`src/rtl/xfer_pkg.sv`:
```
// Shared types and sizing helpers for the memory block-transfer initiator.
package xfer_pkg;

    // Default number of 16-bit words in one cache block.
    localparam int XFER_BLOCK_WORDS = 8;

    typedef enum logic [1:0] {
        IDLE = 2'd0,
        WB   = 2'd1,
        FILL = 2'd2,
        DONE = 2'd3
    } xfer_state_e;

    // Width of a word index within a block.
    function automatic int idx_w(input int block_words);
        return $clog2(block_words);
    endfunction

    // Width of the byte offset within a block (word index plus byte-in-word bit).
    function automatic int off_w(input int block_words);
        return $clog2(block_words) + 1;
    endfunction

endpackage

```
`src/rtl/xfer_word_ctr.sv`:
```
// Word counter for block transfers: clear, increment, and a last-word flag.
module xfer_word_ctr
    import xfer_pkg::*;
#(
    parameter  int BLOCK_WORDS = XFER_BLOCK_WORDS,
    localparam int IDX_W       = idx_w(BLOCK_WORDS)
) (
    input  logic             clk,
    input  logic             rst,
    input  logic             clr,
    input  logic             inc,
    output logic [IDX_W-1:0] cnt,
    output logic             last
);

    logic [IDX_W-1:0] cnt_q;
    logic [IDX_W-1:0] cnt_d;

    // Next count: clear has priority over increment.
    always_comb begin
        // NOTE: assigning the hold value first means every path drives cnt_d, so no latch is inferred.
        cnt_d = cnt_q;
        if (clr) begin
            cnt_d = '0;
        end else if (inc) begin
            cnt_d = cnt_q + IDX_W'(1);
        end
    end

    // Count register with synchronous reset.
    always_ff @(posedge clk) begin
        // NOTE: non-blocking assignment so every flop samples pre-edge values regardless of block order.
        if (rst) begin
            cnt_q <= '0;
        end else begin
            cnt_q <= cnt_d;
        end
    end

    assign cnt  = cnt_q;
    // BLOCK_WORDS is a power of two, so the last word is the all-ones index.
    assign last = &cnt_q;

endmodule

```
`src/rtl/mem_block_xfer.sv`:
```
// Block-transfer initiator: optional dirty-victim writeback, then block fill,
// one 16-bit word per cycle on the memory port.
// Build option: define XFER_WRITEBACK_EN to include the writeback phase.
module mem_block_xfer
    import xfer_pkg::*;
#(
    parameter  int ADDR_WIDTH  = 16,
    parameter  int BLOCK_WORDS = XFER_BLOCK_WORDS,
    localparam int IDX_W       = idx_w(BLOCK_WORDS),
    localparam int OFF_W       = off_w(BLOCK_WORDS)
) (
    input  logic                  clk,
    input  logic                  rst,
    input  logic                  fill_req,
    input  logic [ADDR_WIDTH-1:0] fill_addr,
    input  logic                  wb_valid,
    input  logic [ADDR_WIDTH-1:0] wb_addr,
    input  logic [15:0]           wb_data,
    output logic [IDX_W-1:0]      wb_word_idx,
    output logic [15:0]           fill_data,
    output logic [IDX_W-1:0]      fill_word_idx,
    output logic                  fill_we,
    output logic                  busy,
    output logic                  done,
    output logic [ADDR_WIDTH-1:0] mem_addr,
    output logic                  mem_enable,
    output logic                  mem_wr,
    output logic [15:0]           mem_wdata,
    input  logic [15:0]           mem_rdata
);

    localparam int TAG_W = ADDR_WIDTH - OFF_W;

    xfer_state_e      state_q, state_d;
    logic [TAG_W-1:0] fill_tag_q, fill_tag_d;
    logic             ctr_clr, ctr_inc, cnt_last;
    logic [IDX_W-1:0] cnt;

`ifdef XFER_WRITEBACK_EN
    logic [TAG_W-1:0] wb_tag_q, wb_tag_d;
    logic             unused_inputs;
    assign unused_inputs = ^{fill_addr[OFF_W-1:0], wb_addr[OFF_W-1:0]};
`else
    logic             unused_inputs;
    assign unused_inputs = ^{fill_addr[OFF_W-1:0], wb_valid, wb_addr, wb_data};
`endif

    xfer_word_ctr #(.BLOCK_WORDS(BLOCK_WORDS)) u_ctr (
        .clk  (clk),
        .rst  (rst),
        .clr  (ctr_clr),
        .inc  (ctr_inc),
        .cnt  (cnt),
        .last (cnt_last)
    );

    // Next-state logic and block-base capture; request inputs matter only in IDLE.
    always_comb begin
        state_d    = state_q;
        fill_tag_d = fill_tag_q;
`ifdef XFER_WRITEBACK_EN
        wb_tag_d   = wb_tag_q;
`endif
        ctr_clr    = 1'b0;
        ctr_inc    = 1'b0;
        case (state_q)
            IDLE: begin
                if (fill_req) begin
                    fill_tag_d = fill_addr[ADDR_WIDTH-1:OFF_W];
                    ctr_clr    = 1'b1;
`ifdef XFER_WRITEBACK_EN
                    wb_tag_d   = wb_addr[ADDR_WIDTH-1:OFF_W];
                    state_d    = wb_valid ? WB : FILL;
`else
                    state_d    = FILL;
`endif
                end
            end
            WB: begin
`ifdef XFER_WRITEBACK_EN
                ctr_inc = 1'b1;
                if (cnt_last) begin
                    ctr_clr = 1'b1;
                    state_d = FILL;
                end
`else
                state_d = IDLE;
`endif
            end
            FILL: begin
                ctr_inc = 1'b1;
                if (cnt_last) begin
                    state_d = DONE;
                end
            end
            DONE: begin
                state_d = IDLE;
            end
            default: begin
                state_d = IDLE;
            end
        endcase
    end

    // State register; reset aborts any transfer in progress.
    always_ff @(posedge clk) begin
        if (rst) begin
            state_q <= IDLE;
        end else begin
            state_q <= state_d;
        end
    end

    // Block base tags; only meaningful after being captured on acceptance.
    always_ff @(posedge clk) begin
        // NOTE: no reset here; the tags are always written before any state reads them.
        fill_tag_q <= fill_tag_d;
`ifdef XFER_WRITEBACK_EN
        wb_tag_q   <= wb_tag_d;
`endif
    end

    // Output decode from registered state and counter; word offset fills the cleared low bits.
    always_comb begin
        busy          = (state_q != IDLE);
        done          = 1'b0;
        mem_enable    = 1'b0;
        mem_wr        = 1'b0;
        mem_addr      = '0;
        mem_wdata     = '0;
        wb_word_idx   = '0;
        fill_we       = 1'b0;
        fill_word_idx = '0;
        fill_data     = '0;
        case (state_q)
            WB: begin
`ifdef XFER_WRITEBACK_EN
                mem_enable  = 1'b1;
                mem_wr      = 1'b1;
                mem_addr    = {wb_tag_q, cnt, 1'b0};
                wb_word_idx = cnt;
                mem_wdata   = wb_data;
`endif
            end
            FILL: begin
                mem_enable    = 1'b1;
                mem_addr      = {fill_tag_q, cnt, 1'b0};
                fill_we       = 1'b1;
                fill_word_idx = cnt;
                fill_data     = mem_rdata;
            end
            DONE: begin
                done = 1'b1;
            end
            default: begin
            end
        endcase
    end

endmodule

```
`config.mk`:
```
export PLATFORM = sky130hd
export DESIGN_NAME = mem_block_xfer
export DESIGN_NICKNAME = d
export VERILOG_FILES = /design/src/rtl/xfer_pkg.sv /design/src/rtl/xfer_word_ctr.sv /design/src/rtl/mem_block_xfer.sv
export SDC_FILE = /design/constraint.sdc
export NUM_CORES = 1
export LEC_CHECK = 0
export CORE_MARGIN = 2
export CORE_UTILIZATION = 26
export DETAILED_ROUTE_END_ITERATION = 6
export GPL_TIMING_DRIVEN = 0
export PLACE_DENSITY = 0.8
export SETUP_SLACK_MARGIN = 0.05
export SLEW_MARGIN = 20
export SYNTH_ARGS = -nofsm -noshare
export SYNTH_HDL_FRONTEND = slang
export SYNTH_SLANG_ARGS = --single-unit
```
`constraint.sdc`:
```
create_clock -name clk -period 2.2 [get_ports clk]
set_input_delay 0.44 -clock clk [delete_from_list [all_inputs] [get_ports clk]]
set_output_delay 0.44 -clock clk [all_outputs]
set_load 0.02 [all_outputs]
```
# --- Word-level counts from Yosys, hierarchy flattened ---
# Cells that the tools add are included.
classes:
  add_sub_neg: 1
  mul: 0
  div_mod_pow: 0
  order_cmp: 0
  eq_ne: 5
  n_shift: 0
  muxes: 10
  bitwise: 0
  n_reduce_logical: 7
op_table:
  columns: ["cell", "count"]
  rows:
  - ["$mux W16", 2]
  - ["$pmux W2 S3", 1]
  - ["$eq A2 B2 Y1 const B", 2]
  - ["$mux W1", 4]
  - ["$mux W2", 2]
  - ["$ne A2 B2 Y1 const B", 2]
  - ["$reduce_and A2 Y1", 2]
  - ["$reduce_or A2 Y1", 2]
  - ["$add A3 B1 Y3 const B", 1]
  - ["$mux W3", 1]
  - ["$reduce_and A3 Y1", 1]
  - ["$eq A2 B1 Y1 const B", 1]
  - ["$logic_not A2 Y1", 1]
  - ["$reduce_bool A2 Y1", 1]
totals:
  ff_bits: 17
  latchBits: 0
  ramBits: 0
  mem_bits_ro: 0
  out_inout_bits: 59
  elab_cells: 26
  mem_count: 0

# --- Logic depth before layout (Yosys ltp) ---
depth:
  ltp_word: 3
  ltp_mapped: 5
  ltp_nobuf: 4

# --- Modules after synthesis ---
# From an unflattened synthesis, not the netlist that was laid out.
unflattened:
  cells_unflattened: 93
  area_unflattened_um2: 1021.0
by_module_without_submodules:
  columns: ["module", "instances", "cells_each", "area_per_inst_um2", "seq_area_each_um2"]
  rows:
  - ["mem_block_xfer", 1, 82, 887.1, 400.4]
  - ["xfer_word_ctr", 1, 11, 133.9, 60.1]

# --- Least setup slack after synthesis ---
# No wires, ideal clock.
synth_timing:
  kind: "reg-to-reg"
  start: "reg state_q[0]"
  end: "reg fill_tag_q[0] (enable)"
  setup_ns: 0.380
  t_arrival_ns: 1.228
  t_required_ns: 1.820
  setup_slack_ns: 0.592
  stages_incl_launch_ff: 3
  path_buffers: 0
  path_cell_list: "dfxtp_1 -> or2_2 -> nor2_1"
synth_between:
  elab_chain_len: 2
synth_rtl:
  columns: ["element", "line_no", "rtl"]
  rows:
  - ["start: declaration", "mem_block_xfer.sv:34", "xfer_state_e state_q, state_d;"]
  - ["start signal: assignment", "mem_block_xfer.sv:110", "state_q <= state_d;"]
  - ["$logic_not A2 Y1", "mem_block_xfer.sv:66", "case (state_q)"]
  - ["$reduce_and A2 Y1 (no line)", null, null]
  - ["end signal: assignment", "mem_block_xfer.sv:117", "fill_tag_q <= fill_tag_d;"]
  - ["end: declaration", "mem_block_xfer.sv:35", "logic [TAG_W-1:0] fill_tag_q, fill_tag_d;"]
# Every way passes these cells.
# A chain may end at the register's enable or synchronous reset.

# --- Worst setup path in the final report ---
layout_timing:
  start: "reg state_q[1]"
  end: "out fill_data[10]"
layout_between:
  elab_chain_len: 2
layout_rtl:
  columns: ["element", "line_no", "rtl"]
  rows:
  - ["$eq A2 B2 Y1", "mem_block_xfer.sv:135", "case (state_q)"]
  - ["$mux W16", "mem_block_xfer.sv:135", null]
  - ["end: declaration", "mem_block_xfer.sv:20", "output logic [15:0] fill_data,"]
# Every way passes these cells.

==> flow_summary.yaml <==
status:
  outcome: "completed"
drt:
  route.top_layer_used: "met4"
  met1_length_um: 792
  met3_wirelength_um: 251
  viasPerCell: 3.70
  detailedRoute.firstPassIterationCount: 4
  total_number_of_vias: 877
  route.met2.wl_um: 1100
  detail-route-antenna-nets: 0
  drt-wirelength-per-cell_um: 9.14
  detailedRoute.firstIterationViolations: 16
  drt-total-wl_um: 2170
  post-route-drc-count: 0
worst_setup_path:
  critical_path_required_ns: 1.76
  setup.reg_to_reg.worst_slack_ns: 0.44
  startpoint_type: "flip-flop"
  startpoint: "state_q[1]"
  critical_path_class: "reg -> out"
  crit_path_capture_type: "output pin"
  worst_flop_to_flop_path_startpoint: "state_q[0]"
  worst_r2r_path_depth: 2
  critical_path_arrival_ns: 1.62
  path_max_fanout: 9
  timing.rr.end: "fill_tag_q[5]"
clock_network:
  tritoncts: "yes"
  cts.htree.levels: 1
  cts_hold_buffers: 0
  clock_tree.buffer_depth: 2
  cts_made_buffers: 3
  clk_latency_ns: 0.24
  cts.repair.resized: 30
  cts.reportedPaths.clkPinSlew_ns: 0.06
  tritoncts_num_sinks: 17
  postCtsSetupRepairBufs: 0
  cts_root_buf: "sky130_fd_sc_hd__clkbuf_8"
sta:
  timing.final.max_slew_violations: 0
  worst_pin_slew_ns: 0.972
  final_hold_vios: 0
  achievable-frequency_mhz: 486
  clock_skew_ns: 0.00125
  final.setup.tns_ns: 0
  fin_crit_sh_pct: 93.5
  grt_setup_unrepaired: "false"
  finalSetupViolCount: 0
  postLayoutSetupSlackWorst_ns: 0.144
  period_needed_ns: 2.06
  relSlewSlack_pct: 35.0
worst_hold_path:
  timing.hold.worst_endpoint: "u_ctr.cnt[2]"
  worst_hold_path_cell_count: 2
  worst_hold_path_type: "reg -> reg"
  hold_path_start: "u_ctr.cnt[2]"
yosys:
  synth_cell_types: 16
  asyncSetResetFlopFracSynth_pct: 0
  synth_enable_flop_cells: 12
  yosys.cell_count.top_type: "sky130_fd_sc_hd__and2_1"
  synth-seq-cells: 17
  netlist_top_cells_area: "sky130_fd_sc_hd__edfxtp_1, sky130_fd_sc_hd__and2_1, sky130_fd_sc_hd__buf_4, sky130_fd_sc_hd__dfxtp_1, sky130_fd_sc_hd__buf_6"
  synth_area_sq_um: 1040
  synthesis.area_per_instance_sq_um: 10.7
  synthDominantAreaCellType: "sky130_fd_sc_hd__edfxtp_1"
  ys_warn_count: 0
  synth_commonest_cells: "sky130_fd_sc_hd__and2_1, sky130_fd_sc_hd__buf_4, sky130_fd_sc_hd__edfxtp_1"
  netlist.area_leader.share_pct: 34.8
  syn_inst: 97
  synth.yosys.seq_area_share_pct: 44.4
  synth_flop_cell: "sky130_fd_sc_hd__edfxtp_1"
die:
  core_region_area_sq_um: 3740
  rows: 22
  fp.dieW_um: 67.1
  die-area_sq_um: 4510
  io_pins: 127
  floorplan.initialDensity_pct: 27.7
  die_y_um: 67.1
global_route:
  grt_first_pass_wirelength_um: 3370
  grt_antenna_before_repair: 0
  grtUsageTotal_pct: 9.99
  first_global_vias: 819
  overflow: 0
  grt_max_degree: 13
placed_design:
  placed_cells_incl_taps: 233
  dpl-instance-area_sq_um: 1850
  dp_hpwl_um: 1820
  placement.io_buffers: 68
  finalWeightedCongestion: 0.668
  pre_cts_ws_ns: 0.0477
cells_and_area:
  drive_above_1_share_pct: 18.5
  design.final.nets: 260
  syn_to_final_growth_pct: 79.7
  instances_no_fill: 237
  total_non_filler_cell_area_in_the_finished_layout_sq_um: 1860
  insertedDiodeCount: 0
pwr:
  ir_worst_vdd_v: 0.000197
  power.total_uw: 852
  pwr_density_cell_nw_per_um2: 458
  p_leak_nw: 0.943
run:
  max_cap_viol_count: 0
[metal layers]
metal  vias to the layer above  track usage [%]
li1                        448                -
met1                       376             9.98
met2                        51             18.8
met3                         2             2.87
met4                         0             4.59
met5                         -                0
[metrics by stage]
step,hold WS (ns),utilization [%]
after floorplan,0.464,-
after global placement,0.479,49.5
after detailed placement,0.499,49.5
after CTS,0.508,49.7
after global routing,0.535,49.7
final,0.500,49.7
[layout make-up]
cell class	instances	area [sq um]
buffer	29	233
inverter	1	3.75
tap	48	60.1
timing repair buffer	68	646
multi-input combinational	70	414
sequential	17	460
fill	379	1880
clock buffer	4	45.0
[critical path, stage by stage, from the launching register on]
cell	delay, ns
sky130_fd_sc_hd__dfxtp_1	0.36
sky130_fd_sc_hd__nor2b_4	0.15
sky130_fd_sc_hd__buf_6	0.13
sky130_fd_sc_hd__and2_1	0.12
sky130_fd_sc_hd__clkdlybuf4s50_1	0.60
[how the worst max path moves through the flow]
| stage | to | slack (ns) | cells past startpoint |
|---|---|---|---|
| global route | fill_data[15] | 0.05 | 4 |
| finish | fill_data[10] | 0.14 | 4 |
| global placement | fill_tag_q[5] | 0.1 | 3 |
| CTS | fill_we | 0.11 | 4 |
| floorplan | fill_tag_q[0] | 0.59 | 2 |
| detailed placement | fill_tag_q[10] | 0.05 | 3 |
[placed cells by master, fill, tap and decap left out]
cell                              instances
sky130_fd_sc_hd__clkdlybuf4s50_1         37
sky130_fd_sc_hd__and2_1                  32
sky130_fd_sc_hd__dlygate4sd2_1           30
sky130_fd_sc_hd__buf_4                   25
sky130_fd_sc_hd__conb_1                  21
sky130_fd_sc_hd__edfxtp_1                12
sky130_fd_sc_hd__dfxtp_1                  5
sky130_fd_sc_hd__buf_6                    4
sky130_fd_sc_hd__nor2b_1                  3
sky130_fd_sc_hd__nand2b_1                 3
sky130_fd_sc_hd__o2bb2ai_1                3
sky130_fd_sc_hd__clkbuf_8                 3
sky130_fd_sc_hd__nor2_1                   2
sky130_fd_sc_hd__ha_1                     2
sky130_fd_sc_hd__nor2b_4                  1
sky130_fd_sc_hd__or2_2                    1
sky130_fd_sc_hd__inv_1                    1
sky130_fd_sc_hd__o21ba_2                  1
sky130_fd_sc_hd__and3b_1                  1
sky130_fd_sc_hd__clkbuf_1                 1
sky130_fd_sc_hd__dlymetal6s2s_1           1
[power by group]
group	switching [mW]	internal, mW	leakage (nW)
clock	0.0955	0.128	0.0228
combinational	0.124	0.139	0.766
sequential	0.00461	0.361	0.155
total	0.224	0.628	0.943
[kinds of logic after synthesis]
| group | share of synthesized area [%] |
|---|---|
| buffers and inverters | 22.8 |
| adder cells (fa/ha/maj) | 2.42 |
| flip-flops | 44.4 |
| AND/OR/NAND/NOR | 26.4 |
| AO/OA/AOI/OAI | 3.50 |
| other | 0.362 |
[sequential cells by signal (all words and copies together), names as in the netlist]
signal      cells
fill_tag_q     12
u_ctr.cnt       3
state_q         2
Power figures use the tool's default switching activity.
